### config.mk
export PLATFORM = sky130hd
export DESIGN_NAME = sram_arbiter
export DESIGN_NICKNAME = d
export VERILOG_FILES = /design/src/rtl/sram_arb_pkg.sv /design/src/rtl/sram_rr_pick.sv /design/src/rtl/sram_arbiter.sv
export SDC_FILE = /design/constraint.sdc
export NUM_CORES = 1
export LEC_CHECK = 0
export CORE_ASPECT_RATIO = 0.7
export CORE_MARGIN = 2
export CORE_UTILIZATION = 28
export DETAILED_ROUTE_END_ITERATION = 10
export PLACE_DENSITY = 0.63
export SYNTH_ARGS = -nofsm -noshare
export SYNTH_HDL_FRONTEND = slang
export SYNTH_SLANG_ARGS = --single-unit
### constraint.sdc
create_clock -name clk -period 3.1 [get_ports clk]
set_input_delay 0.62 -clock clk [delete_from_list [all_inputs] [get_ports clk]]
set_output_delay 0.62 -clock clk [all_outputs]
set_load 0.02 [all_outputs]
### src/rtl/sram_arb_pkg.sv
// Shared types and constants for the external-SRAM arbiter.
package sram_arb_pkg;

    // Arbiter FSM states
    typedef enum logic [1:0] {
        IDLE  = 2'd0,
        ISSUE = 2'd1,
        WAIT  = 2'd2,
        DONE  = 2'd3
    } arb_state_t;

    // Watchdog counter width
    localparam int WDOG_W = 8;

    // Requester operation encoding (req_we bit)
    localparam logic OP_READ  = 1'b0;
    localparam logic OP_WRITE = 1'b1;

endpackage

### src/rtl/sram_rr_pick.sv
// Combinational round-robin picker: first requester above last_grant, wrapping.
module sram_rr_pick #(
    parameter int NUM_REQ = 2,
    parameter int IDX_W   = (NUM_REQ > 1) ? $clog2(NUM_REQ) : 1
) (
    input  logic [NUM_REQ-1:0] req_i,
    input  logic [IDX_W-1:0]   last_grant_i,
    output logic [IDX_W-1:0]   win_o,
    output logic               any_o
);

    // Search last_grant+1 .. last_grant+NUM_REQ (mod NUM_REQ); first hit wins
    always_comb begin
        logic found;
        found = 1'b0;
        win_o = last_grant_i;
        for (int i = 1; i <= NUM_REQ; i++) begin
            automatic int         cand = (int'(last_grant_i) + i) % NUM_REQ;
            automatic logic [IDX_W-1:0] idx = IDX_W'(cand);
            if (!found && req_i[idx]) begin
                found = 1'b1;
                win_o = idx;
            end
        end
        any_o = |req_i;
    end

endmodule

### src/rtl/sram_arbiter.sv
// Round-robin arbiter serialising NUM_REQ requesters onto one SRAM controller.
// Handshake: a requester holds req and its command stable until its one-cycle
// ack; the controller gets a one-cycle read_en/wr_en strobe and answers with a
// one-cycle read_valid/wr_valid strobe; a watchdog aborts a silent controller.
module sram_arbiter
    import sram_arb_pkg::*;
#(
    parameter int NUM_REQ        = 2,
    parameter int ADDR_W         = 18,
    parameter int DATA_W         = 16,
    parameter int TIMEOUT_CYCLES = 255,
    parameter int IDX_W          = (NUM_REQ > 1) ? $clog2(NUM_REQ) : 1
) (
    input  logic                           clk,
    input  logic                           rst,
    input  logic [NUM_REQ-1:0]             req,
    input  logic [NUM_REQ-1:0]             req_we,
    input  logic [NUM_REQ-1:0][ADDR_W-1:0] req_addr,
    input  logic [NUM_REQ-1:0][DATA_W-1:0] req_wdata,
    output logic [NUM_REQ-1:0]             ack,
    output logic                           ack_err,
    output logic [DATA_W-1:0]              rdata,
    output logic                           busy,
    output logic                           read_en,
    output logic                           wr_en,
    output logic [ADDR_W-1:0]              address,
    output logic [DATA_W-1:0]              wr_data,
    input  logic                           read_valid,
    input  logic                           wr_valid,
    input  logic [DATA_W-1:0]              read_data,
    output arb_state_t                     dbg_state_o
);

    arb_state_t          state_q, state_d;
    logic [IDX_W-1:0]    win_q, win_d;
    logic [IDX_W-1:0]    last_q, last_d;
    logic                we_q, we_d;
    logic [ADDR_W-1:0]   addr_q, addr_d;
    logic [DATA_W-1:0]   wdata_q, wdata_d;
    logic [WDOG_W-1:0]   wdog_q, wdog_d;
    logic [DATA_W-1:0]   rdata_q, rdata_d;
    logic [NUM_REQ-1:0]  ack_q, ack_d;
    logic                ack_err_q, ack_err_d;
    logic                busy_q, busy_d;
    logic                rd_en_q, rd_en_d;
    logic                wr_en_q, wr_en_d;

    logic [IDX_W-1:0]    pick_win;
    logic                pick_any;

    sram_rr_pick #(
        .NUM_REQ (NUM_REQ),
        .IDX_W   (IDX_W)
    ) u_pick (
        .req_i        (req),
        .last_grant_i (last_q),
        .win_o        (pick_win),
        .any_o        (pick_any)
    );

    // Next-state logic; every output register is loaded with its value for the next state
    always_comb begin
        state_d   = state_q;
        win_d     = win_q;
        last_d    = last_q;
        we_d      = we_q;
        addr_d    = addr_q;
        wdata_d   = wdata_q;
        wdog_d    = wdog_q;
        rdata_d   = rdata_q;
        ack_d     = '0;
        ack_err_d = 1'b0;
        rd_en_d   = 1'b0;
        wr_en_d   = 1'b0;
        case (state_q)
            IDLE: begin
                if (pick_any) begin
                    win_d   = pick_win;
                    we_d    = req_we[pick_win];
                    addr_d  = req_addr[pick_win];
                    wdata_d = req_wdata[pick_win];
                    rd_en_d = (req_we[pick_win] == OP_READ);
                    wr_en_d = (req_we[pick_win] == OP_WRITE);
                    state_d = ISSUE;
                end
            end
            ISSUE: begin
                last_d  = win_q;
                wdog_d  = '0;
                state_d = WAIT;
            end
            WAIT: begin
                if (we_q == OP_READ && read_valid) begin
                    rdata_d       = read_data;
                    ack_d[win_q]  = 1'b1;
                    state_d       = DONE;
                end else if (we_q == OP_WRITE && wr_valid) begin
                    ack_d[win_q]  = 1'b1;
                    state_d       = DONE;
                end else begin
                    wdog_d = (wdog_q == {WDOG_W{1'b1}}) ? wdog_q : wdog_q + 1'b1;
                    if (wdog_d == WDOG_W'(TIMEOUT_CYCLES)) begin
                        rdata_d      = '0;
                        ack_d[win_q] = 1'b1;
                        ack_err_d    = 1'b1;
                        state_d      = DONE;
                    end
                end
            end
            DONE: begin
                state_d = IDLE;
            end
            default: begin
                state_d = IDLE;
            end
        endcase
        busy_d = (state_d != IDLE);
    end

    // State, command latches and output registers; reset aborts any transaction
    always_ff @(posedge clk or posedge rst) begin
        if (rst) begin
            state_q   <= IDLE;
            win_q     <= '0;
            last_q    <= IDX_W'(NUM_REQ - 1);
            we_q      <= 1'b0;
            addr_q    <= '0;
            wdata_q   <= '0;
            wdog_q    <= '0;
            rdata_q   <= '0;
            ack_q     <= '0;
            ack_err_q <= 1'b0;
            busy_q    <= 1'b0;
            rd_en_q   <= 1'b0;
            wr_en_q   <= 1'b0;
        end else begin
            state_q   <= state_d;
            win_q     <= win_d;
            last_q    <= last_d;
            we_q      <= we_d;
            addr_q    <= addr_d;
            wdata_q   <= wdata_d;
            wdog_q    <= wdog_d;
            rdata_q   <= rdata_d;
            ack_q     <= ack_d;
            ack_err_q <= ack_err_d;
            busy_q    <= busy_d;
            rd_en_q   <= rd_en_d;
            wr_en_q   <= wr_en_d;
        end
    end

    assign ack         = ack_q;
    assign ack_err     = ack_err_q;
    assign rdata       = rdata_q;
    assign busy        = busy_q;
    assign read_en     = rd_en_q;
    assign wr_en       = wr_en_q;
    assign address     = addr_q;
    assign wr_data     = wdata_q;
    assign dbg_state_o = state_q;

endmodule

==> qor.csv, run 1 <==
metric,value,unit
yosys_warnings,0,
grt_pass1_wl,14.6,mm
hold-path-cell-count,2,
ant_nets,0,
finalMaxSlewViolations,0,
fin_nets,577,
ys_ff_latch,69,
min_to,wr_data[2]$_DFFE_PP0P_,
yosys.area_share.simple,11.2,%
area_growth_syn_to_layout,58.6,%
max_cap_violations,0,
cp-start-kind,register,
status,"complete, no violations",
syn_avg_cell_area,9.95,sq um
muxShareOfSynthArea,17.4,%
die_w,135,um
synthCells,336,
fin_ws,0.577,ns
grt_max_degree,74,
vias_per_cell,4.56,
synth-adder-area-share,1.50,%
post_drt_wl_per_cell,13.8,um
cellPowerDensity,907,nW/um^2
dieArea,12800,sq um
ys_async_sr_fraction,100,%
start_util,28.6,%
clock-root-buffer,clkbuf_16,
synth_xor_area_share,0.262,%
use_met1,18.2,%
yosysSeqAreaShare,51.7,%
n_antenna_cell,0,
layout_common_cells,"clkdlybuf4s50_1, dfrtp_1, mux2i_1",
rsz0062_at_grt,no,
final_common_cell,clkdlybuf4s50_1,
r2r-start,wdog_q[0]$_DFFE_PP0P_,
place_area,5010,sq um
worstSetupEndpointType,register,
worstRegToRegCells,5,
tightestPinTransition,1.20,ns
die_y,95.4,um
finalSetupViolCount,0,
overflow,0,
coreArea,11700,sq um
wirelength,8.89,mm
synth_edf_count,0,
critPathKind,reg -> reg,
io_buffer_count,149,
fmaxAchievable,0.396,GHz
num-fill-cells,1087,
grtUsageMet2,23.9,%
setup-tns-final,0,ns
tritoncts,yes,
drive_above_1_share,6.17,%
clk_latency,0.33,ns
syn_nets,432,
finalCriticalPeriod,2.52,ns
track_usage,14.6,%
cts_sinks,69,
power,4810,uW
grt_pass1_vias,2980,
cts_buffers,9,
clk_path_buf_depth,2,
hp-start,wr_data[2]$_DFFE_PP0P_,
synthesis.area,3340,sq um
holdBufCountCts,0,
antenna_found_initial,0,
post_cts.repair.setup_buffers,0,
htreeDepth,3,
ys.flop_type,dfrtp_1,
cts_resized,0,
drtIter0Drc,132,
hold_slack,0.474,ns
synth-compound-area-share,14.2,%
path_clk_slew,0.06,ns
postLayoutCellArea,5300,sq um
io_pins,150,
holdCritPathClass,reg -> reg,
period_share,81.4,%
hold_viol_final,0,
synth_top_family_by_area,multiplexers,
rrSetupSlack,0.58,ns
first_pass_iters,4,
pre_cts_ws,0.650,ns
slew_headroom,18.8,%
finalClockSkew,0.00578,ns
ys_types,32,
grt.busiest_layer,met2,
route.detailed.drc,0,
worstPathRequired,3.35,ns
num_rows,33,
r2r_end,wdog_q[5]$_DFFE_PP0P_,
worstPathArrival,2.77,ns
gp_congestion,0.773,
hpwl,6.66,mm
use_met3,5.21,%
critPathMaxFanout,7,
leakagePower,0.00224,uW
peakVddDrop,0.386,mV
vias,2933,
[layout make-up]
class / instances / area (sq um) / share of cell area (%)
Clock inverter: 6 / 46.3 / 0.873
Multi-Input combinational cell: 236 / 1510 / 28.5
Tap cell: 157 / 196 / 3.71
Inverter: 9 / 33.8 / 0.637
Sequential cell: 69 / 1730 / 32.6
Clock buffer: 10 / 239 / 4.51
Timing Repair Buffer: 156 / 1540 / 29.1
[Yosys cell counts, types with 2 or more instances]
cell	instances	share of area (%)
a21oi_1	36	5.4
a31oi_1	5	0.94
and3_1	3	0.56
buf_1	3	0.34
buf_2	3	0.45
clkbuf_1	15	1.7
dfrtp_1	68	51
ha_1	4	1.5
inv_1	9	1.0
mux2i_1	57	17
nand2_1	49	5.5
nand2b_1	2	0.37
nand3_1	8	1.2
nor2_1	10	1.1
nor2b_1	3	0.56
nor3_1	3	0.45
o211a_1	2	0.60
o21ai_0	42	6.3
[through the flow]
stage          cells  utilization (%)
6_report         643             45.4
5_1_grt          643             45.4
4_1_cts          643             45.4
3_5_place_dp     627             42.9
3_3_place_gp     627             42.9
2_1_floorplan    336                -
[state kept, by name (all words and copies together) (netlist names)]
| name | cells |
|---|---|
| wdog_q | 8 |
| dbg_state_o | 2 |
| address | 18 |
| rdata | 16 |
| ack | 2 |
| wr_en | 1 |
| last_q | 1 |
| ack_err | 1 |
| wr_data | 16 |
| read_en | 1 |
| win_q | 1 |
| we_q | 1 |
| busy | 1 |
[power by group]
part | internal, uW | switching, uW
Clock | 567 | 392
Sequential | 1290 | 236
Combinational | 1090 | 1240
[worst max path at each step]
stage                       endpoint  slack [ns]                  start
3_3_place_gp   wdog_q[3]$_DFFE_PP0P_        0.73               wr_valid
5_1_grt        wdog_q[5]$_DFFE_PP0P_        0.38  wdog_q[0]$_DFFE_PP0P_
6_report       wdog_q[5]$_DFFE_PP0P_        0.58  wdog_q[0]$_DFFE_PP0P_
4_1_cts        wdog_q[5]$_DFFE_PP0P_        0.65  wdog_q[0]$_DFFE_PP0P_
3_5_place_dp   wdog_q[5]$_DFFE_PP0P_        0.65  wdog_q[0]$_DFFE_PP0P_
2_1_floorplan       ack[0]$_DFF_PP0_        0.74                    rst
[layer usage]
layer	vias to the layer above	part of all wire (%)
met5	-	0
met4	0	0.74
met1	1364	45
met2	99	48
met3	4	6.4
li1	1466	-
[kinds of logic (layout without fill, tap and decap cells)]
family / after synthesis / count (layout)
buffers and inverters: 31 / 181
multiplexers: 58 / 58
flip-flops: 69 / 69
AO/OA/AOI/OAI: 89 / 89
adder cells (fa/ha/maj): 4 / 4
XOR/XNOR: 1 / 1
AND/OR/NAND/NOR: 84 / 84
[worst max-delay path, stage by stage, from the launching register on]
cell	delay (ns)
dfrtp_1	0.44
ha_1	0.29
nand3_1	0.21
o311ai_0	1.07
o21ai_0	0.25
a21oi_1	0.19
No activity file was read; power rests on OpenSTA's default activity.
==> run 2: changes to the inputs <==
--- a/config.mk
+++ b/config.mk
@@ -9,7 +9,7 @@
 export CORE_MARGIN = 2
 export CORE_UTILIZATION = 28
 export DETAILED_ROUTE_END_ITERATION = 10
-export PLACE_DENSITY = 0.63
+export PLACE_DENSITY = 0.65
 export SYNTH_ARGS = -nofsm -noshare
 export SYNTH_HDL_FRONTEND = slang
 export SYNTH_SLANG_ARGS = --single-unit
==> constraint.sdc (replaced) <==
create_clock -name clk -period 2.2 [get_ports clk]
set_input_delay 0.44 -clock clk [delete_from_list [all_inputs] [get_ports clk]]
set_output_delay 0.44 -clock clk [all_outputs]
set_load 0.02 [all_outputs]
==> qor.csv, run 2 (same netlist as run 1, synthesis figures left out) <==
metric,value,unit,change
leakagePower,0.00234,uW,was 0.00224 uW
status,"complete, no violations",,unchanged
post_drt_wl_per_cell,13.7,um,was 13.8 um
drive_above_1_share,8.45,%,was 6.17%
worstRegToRegCells,8,,was 5
clk_path_buf_depth,2,,unchanged
startpoint,wdog_q[1]$_DFFE_PP0P_,,was wdog_q[0]$_DFFE_PP0P_
start_util,28.6,%,unchanged
final_common_cell,clkdlybuf4s50_1,,unchanged
route.detailed.drc,0,,unchanged
num_rows,33,,unchanged
io_pins,150,,unchanged
die_w,135,um,unchanged
vias,3004,,"was 2,933"
vias_per_cell,4.59,,was 4.56
peakVddDrop,0.476,mV,was 0.386 mV
hold_slack,0.425,ns,was 0.474 ns
cp-start-kind,register,,unchanged
clock-root-buffer,clkbuf_16,,unchanged
coreArea,11700,sq um,unchanged
clk_latency,0.33,ns,about the same
finalClockSkew,0.0104,ns,was 0.00578 ns
path_clk_slew,0.06,ns,about the same
critical-path-max-stage-delay,0.53,ns,was 1.07 ns
tightestPinTransition,0.703,ns,was 1.20 ns
cp.depth,8,,was 5
worstPathRequired,2.41,ns,was 3.35 ns
finalSetupViolCount,0,,unchanged
fin_ws,0.0659,ns,was 0.577 ns
worstPathArrival,2.34,ns,was 2.77 ns
first_pass_iters,4,,unchanged
hpwl,6.75,mm,was 6.66 mm
die_y,95.4,um,unchanged
holdCritPathClass,in -> async,,was reg -> reg
num-fill-cells,1043,,"was 1,087"
largest_reg_flops,18,,unchanged
crit_path_frequent_cell,buf_4,,
cellPowerDensity,1270,nW/um^2,was 907 nW/um^2
period_share,97.0,%,was 81.4%
cts_buffers,9,,unchanged
r2r-start,wdog_q[1]$_DFFE_PP0P_,,was wdog_q[0]$_DFFE_PP0P_
path_delay_family,simple AND/OR/NAND/NOR gates,,was compound AO/OA/AOI/OAI gates
gp_congestion,0.922,,was 0.773
layout_common_cells,"clkdlybuf4s50_1, dfrtp_1, mux2i_1",,unchanged
holdBufCountCts,0,,unchanged
grt_pass1_vias,3023,,"was 2,980"
crit_path_top_delay_cell,or4_4,,was o311ai_0
antenna_found_initial,0,,unchanged
grt_max_degree,65,,was 74
io_buffer_count,149,,unchanged
grt_pass1_wl,14.9,mm,was 14.6 mm
critPathMaxFanout,8,,was 7
htreeDepth,3,,unchanged
finalMaxSlewViolations,0,,unchanged
postLayoutCellArea,5470,sq um,was 5300 sq um
fmaxAchievable,0.469,GHz,was 0.396 GHz
cts_sinks,69,,unchanged
ant_nets,0,,unchanged
n_antenna_cell,0,,unchanged
dieArea,12800,sq um,unchanged
tritoncts,yes,,unchanged
max_cap_violations,0,,unchanged
critical_path_buf_inv_count,3,,was 0
area_growth_syn_to_layout,63.8,%,was 58.6%
pre_cts_ws,0.0298,ns,was 0.650 ns
finalCriticalPeriod,2.13,ns,was 2.52 ns
slew_headroom,52.6,%,was 18.8%
rsz0062_at_grt,yes,,was no
drtIter0Drc,102,,was 132
worstSetupEndpointType,register,,unchanged
cp_cell_sequence,buf_4 -> buf_4 -> and3_4 -> and3_1 -> or4_4 -> nor3_4 -> buf_6 -> a21oi_1,,was ha_1 -> nand3_1 -> o311ai_0 -> o21ai_0 -> a21oi_1
track_usage,14.9,%,was 14.6%
final_core_util,46.8,%,was 45.4%
wirelength,8.93,mm,was 8.89 mm
place_area,5130,sq um,was 5010 sq um
hold_viol_final,0,,unchanged
overflow,0,,unchanged
critPathKind,reg -> reg,,unchanged
fin_nets,588,,was 577
run 2: changes by cell type in the layout (fill, tap and decap cells not counted), sizes merged:
cell | before | now
buf | 7 | 18
clkinv | 3 | 1
bufinv | 0 | 1
clkbuf | 10 | 11
run 2: final timing paths:
kind,endpoint,slack (ns)
worst max register to register,rdata[11]$_DFFE_PP0P_,0.07
worst min-delay path,rdata[13]$_DFFE_PP0P_,0.43
max in group asynchronous,last_q$_DFFE_PP1P_,1.10
min in group clk,address[3]$_DFFE_PP0P_,0.48
worst min register to register,address[3]$_DFFE_PP0P_,0.48
worst max-delay path,rdata[11]$_DFFE_PP0P_,0.07
run 2: layout make-up:
cell class                 count  area, sq um  area share, %
inverter                       9         33.8          0.617
timing repair buffer         167         1690           30.8
clock inverter                 5         58.8           1.07
sequential                    69         1730           31.6
multi-input combinational    236         1530           27.9
tap                          157          196           3.59
clock buffer                  11          243           4.43
run 2: report_power, final:
part	switching [uW]	internal, uW	total [uW]
clock network	533	910	1440
registers	309	1810	2120
logic	1780	1630	3410
run 2: per-layer routing:
metal | up-vias | track usage [%] | wire [um]
met1 | 1411 | 18.8 | 4030
met4 | 0 | 6.23 | 178
li1 | 1489 | - | -
met2 | 89 | 24.2 | 4260
met5 | - | 0 | 0
met3 | 15 | 4.15 | 467
run 2: through the flow:
| stage | power, uW | TNS (ns) | std cells |
|---|---|---|---|
| floorplan | 3930 | 0 | 336 |
| global placement | 5520 | 0 | 636 |
| detailed placement | 5590 | 0 | 636 |
| CTS | 7080 | 0 | 652 |
| global route | 7500 | -0.127 | 654 |
| finish | 6980 | 0 | 654 |
run 2: repair_timing:
item / CTS / global route
buffers inserted: 0 / 1
endpoints found under the setup margin: 0 / 17
gates resized for setup: 0 / 8
==> run 3: changes to the inputs <==
--- a/config.mk
+++ b/config.mk
@@ -8,8 +8,9 @@
 export CORE_ASPECT_RATIO = 0.7
 export CORE_MARGIN = 2
 export CORE_UTILIZATION = 28
+export CTS_BUF_LIST = sky130_fd_sc_hd__clkbuf_2 sky130_fd_sc_hd__clkbuf_4 sky130_fd_sc_hd__clkbuf_8
 export DETAILED_ROUTE_END_ITERATION = 10
-export PLACE_DENSITY = 0.65
+export PLACE_DENSITY = 0.63
 export SYNTH_ARGS = -nofsm -noshare
 export SYNTH_HDL_FRONTEND = slang
 export SYNTH_SLANG_ARGS = --single-unit
==> constraint.sdc (replaced) <==
create_clock -name clk -period 2.4 [get_ports clk]
set_input_delay 0.48 -clock clk [delete_from_list [all_inputs] [get_ports clk]]
set_output_delay 0.48 -clock clk [all_outputs]
set_load 0.02 [all_outputs]
==> qor.csv, run 3 (same netlist as run 1, synthesis figures left out) <==
metric,value,unit,change
num_rows,33,,unchanged
wirelength,8.87,mm,was 8.93 mm
final_common_cell,clkdlybuf4s50_1,,unchanged
ant_nets,0,,unchanged
power,6000,uW,was 6980 uW
holdBufCountCts,0,,unchanged
worstRegToRegCells,8,,unchanged
track_usage,14.7,%,was 14.9%
peakVddDrop,0.467,mV,was 0.476 mV
tightestPinTransition,0.731,ns,was 0.703 ns
finalClockSkew,0.0136,ns,was 0.0104 ns
critical-path-max-stage-delay,0.55,ns,was 0.53 ns
cts_buffers,9,,unchanged
critPathKind,reg -> reg,,unchanged
final_core_util,45.7,%,was 46.8%
htreeDepth,3,,unchanged
start_util,28.6,%,unchanged
finalMaxSlewViolations,0,,unchanged
finalSetupViolCount,0,,unchanged
path_clk_slew,0.08,ns,was 0.06 ns
hold_viol_final,0,,unchanged
hold_slack,0.454,ns,was 0.425 ns
rrSetupSlack,0.17,ns,was 0.07 ns
clk_latency,0.35,ns,was 0.33 ns
holdCritPathClass,in -> async,,unchanged
path_delay_family,simple AND/OR/NAND/NOR gates,,unchanged
clk_path_buf_depth,2,,unchanged
cp-start-kind,register,,unchanged
worstPathRequired,2.62,ns,was 2.41 ns
n_antenna_cell,0,,unchanged
dieArea,12800,sq um,unchanged
critical_path_buf_inv_count,2,,was 3
die_y,95.4,um,unchanged
tritoncts,yes,,unchanged
coreArea,11700,sq um,unchanged
io_pins,150,,unchanged
slew_headroom,50.6,%,was 52.6%
post_cts.repair.setup_buffers,0,,unchanged
drtIter0Drc,95,,was 102
drive_above_1_share,6.94,%,was 8.45%
cellPowerDensity,1120,nW/um^2,was 1270 nW/um^2
vias,2940,,"was 3,004"
finalCriticalPeriod,2.23,ns,was 2.13 ns
max_cap_violations,0,,unchanged
first_pass_iters,4,,unchanged
setup-tns-final,0,ns,unchanged
worstPathArrival,2.45,ns,was 2.34 ns
grt_max_degree,74,,was 65
leakagePower,0.00226,uW,was 0.00234 uW
area_growth_syn_to_layout,59.7,%,was 63.8%
grt_pass1_vias,3029,,"was 3,023"
post_drt_wl_per_cell,13.7,um,about the same
route.detailed.drc,0,,unchanged
period_share,92.8,%,was 97.0%
cts_sinks,69,,unchanged
clock-root-buffer,clkbuf_8,,was clkbuf_16
r2r-start,wdog_q[1]$_DFFE_PP0P_,,unchanged
antenna_found_initial,0,,unchanged
cp_cell_sequence,ha_1 -> buf_4 -> nand2_1 -> a31oi_1 -> or4_4 -> nor3_2 -> buf_12 -> a21oi_1,,was buf_4 -> buf_4 -> and3_4 -> and3_1 -> or4_4 -> nor3_4 -> buf_6 -> a21oi_1
critPathMaxFanout,20,,was 8
die_w,135,um,unchanged
overflow,0,,unchanged
fmaxAchievable,0.449,GHz,was 0.469 GHz
place_area,5140,sq um,was 5130 sq um
hpwl,6.67,mm,was 6.75 mm
status,"complete, no violations",,unchanged
worstSetupEndpointType,register,,unchanged
layout_common_cells,"clkdlybuf4s50_1, dfrtp_1, mux2i_1",,unchanged
vias_per_cell,4.54,,was 4.59
io_buffer_count,149,,unchanged
grt_pass1_wl,14.8,mm,was 14.9 mm
crit_path_top_delay_cell,or4_4,,unchanged
fin_nets,582,,was 588
postLayoutCellArea,5340,sq um,was 5470 sq um
largest_reg_flops,18,,unchanged
rsz0062_at_grt,no,,was yes
r2r_end,rdata[5]$_DFFE_PP0P_,,was rdata[11]$_DFFE_PP0P_
gp_congestion,0.772,,was 0.922
cts_resized,0,,unchanged
## run 3: changes by cell type in the layout (fill, tap and decap cells not counted), sizes merged
cell,previous run,this run
buf,18,12
clkbuf,11,10
clkinv,1,2
clkinvlp,2,1
## run 3: how the worst max path moves through the flow
stage,startpoint,end,slack [ns],cells after the start
floorplan,dbg_state_o[0]$_DFF_PP0_,rdata[3]$_DFFE_PP0P_,0.17,8
global placement,wdog_q[1]$_DFFE_PP0P_,ack[0]$_DFF_PP0_,0.23,7
detailed placement,wdog_q[1]$_DFFE_PP0P_,rdata[5]$_DFFE_PP0P_,0.20,7
CTS,wdog_q[1]$_DFFE_PP0P_,rdata[5]$_DFFE_PP0P_,0.18,7
global route,wdog_q[1]$_DFFE_PP0P_,wdog_q[1]$_DFFE_PP0P_,0.01,7
finish,wdog_q[1]$_DFFE_PP0P_,rdata[5]$_DFFE_PP0P_,0.17,8
## run 3: final cells by class
class                   instances  area [sq um]
clock buffers                  10           138
clock inverters                 5          60.1
fillers                      1079          6350
inverters                       9          33.8
multi-input cells             236          1510
flip-flops and latches         69          1730
well taps                     157           196
repair buffers                161          1670
## run 3: layer usage
metal	global-route usage, %	routed length (um)	vias to the layer above	share of wire, %
met4	5.96	162	0	1.8
met3	5.16	621	15	7.0
met1	19.1	4130	1341	47
li1	-	-	1479	-
met2	22.7	3950	105	45
met5	0	0	-	0
## run 3: per-stage QoR
stage / setup slack, ns / cells
finish: 0.173 / 647
global route: 0.0110 / 647
CTS: 0.185 / 647
detailed placement: 0.195 / 632
global placement: 0.227 / 632
floorplan: 0.168 / 336
## run 3: worst register-to-register path: stages, from the launching register on
cell and delay, ns:
dfrtp_1 0.42, ha_1 0.22, buf_4 0.15, nand2_1 0.14, a31oi_1 0.10, or4_4 0.55
nor3_2 0.26, buf_12 0.19, a21oi_1 0.09
## run 3: power by group
part	internal (uW)	total, uW	switching, uW
combinational	1470	3090	1620
clock	506	957	451
sequential	1660	1950	293
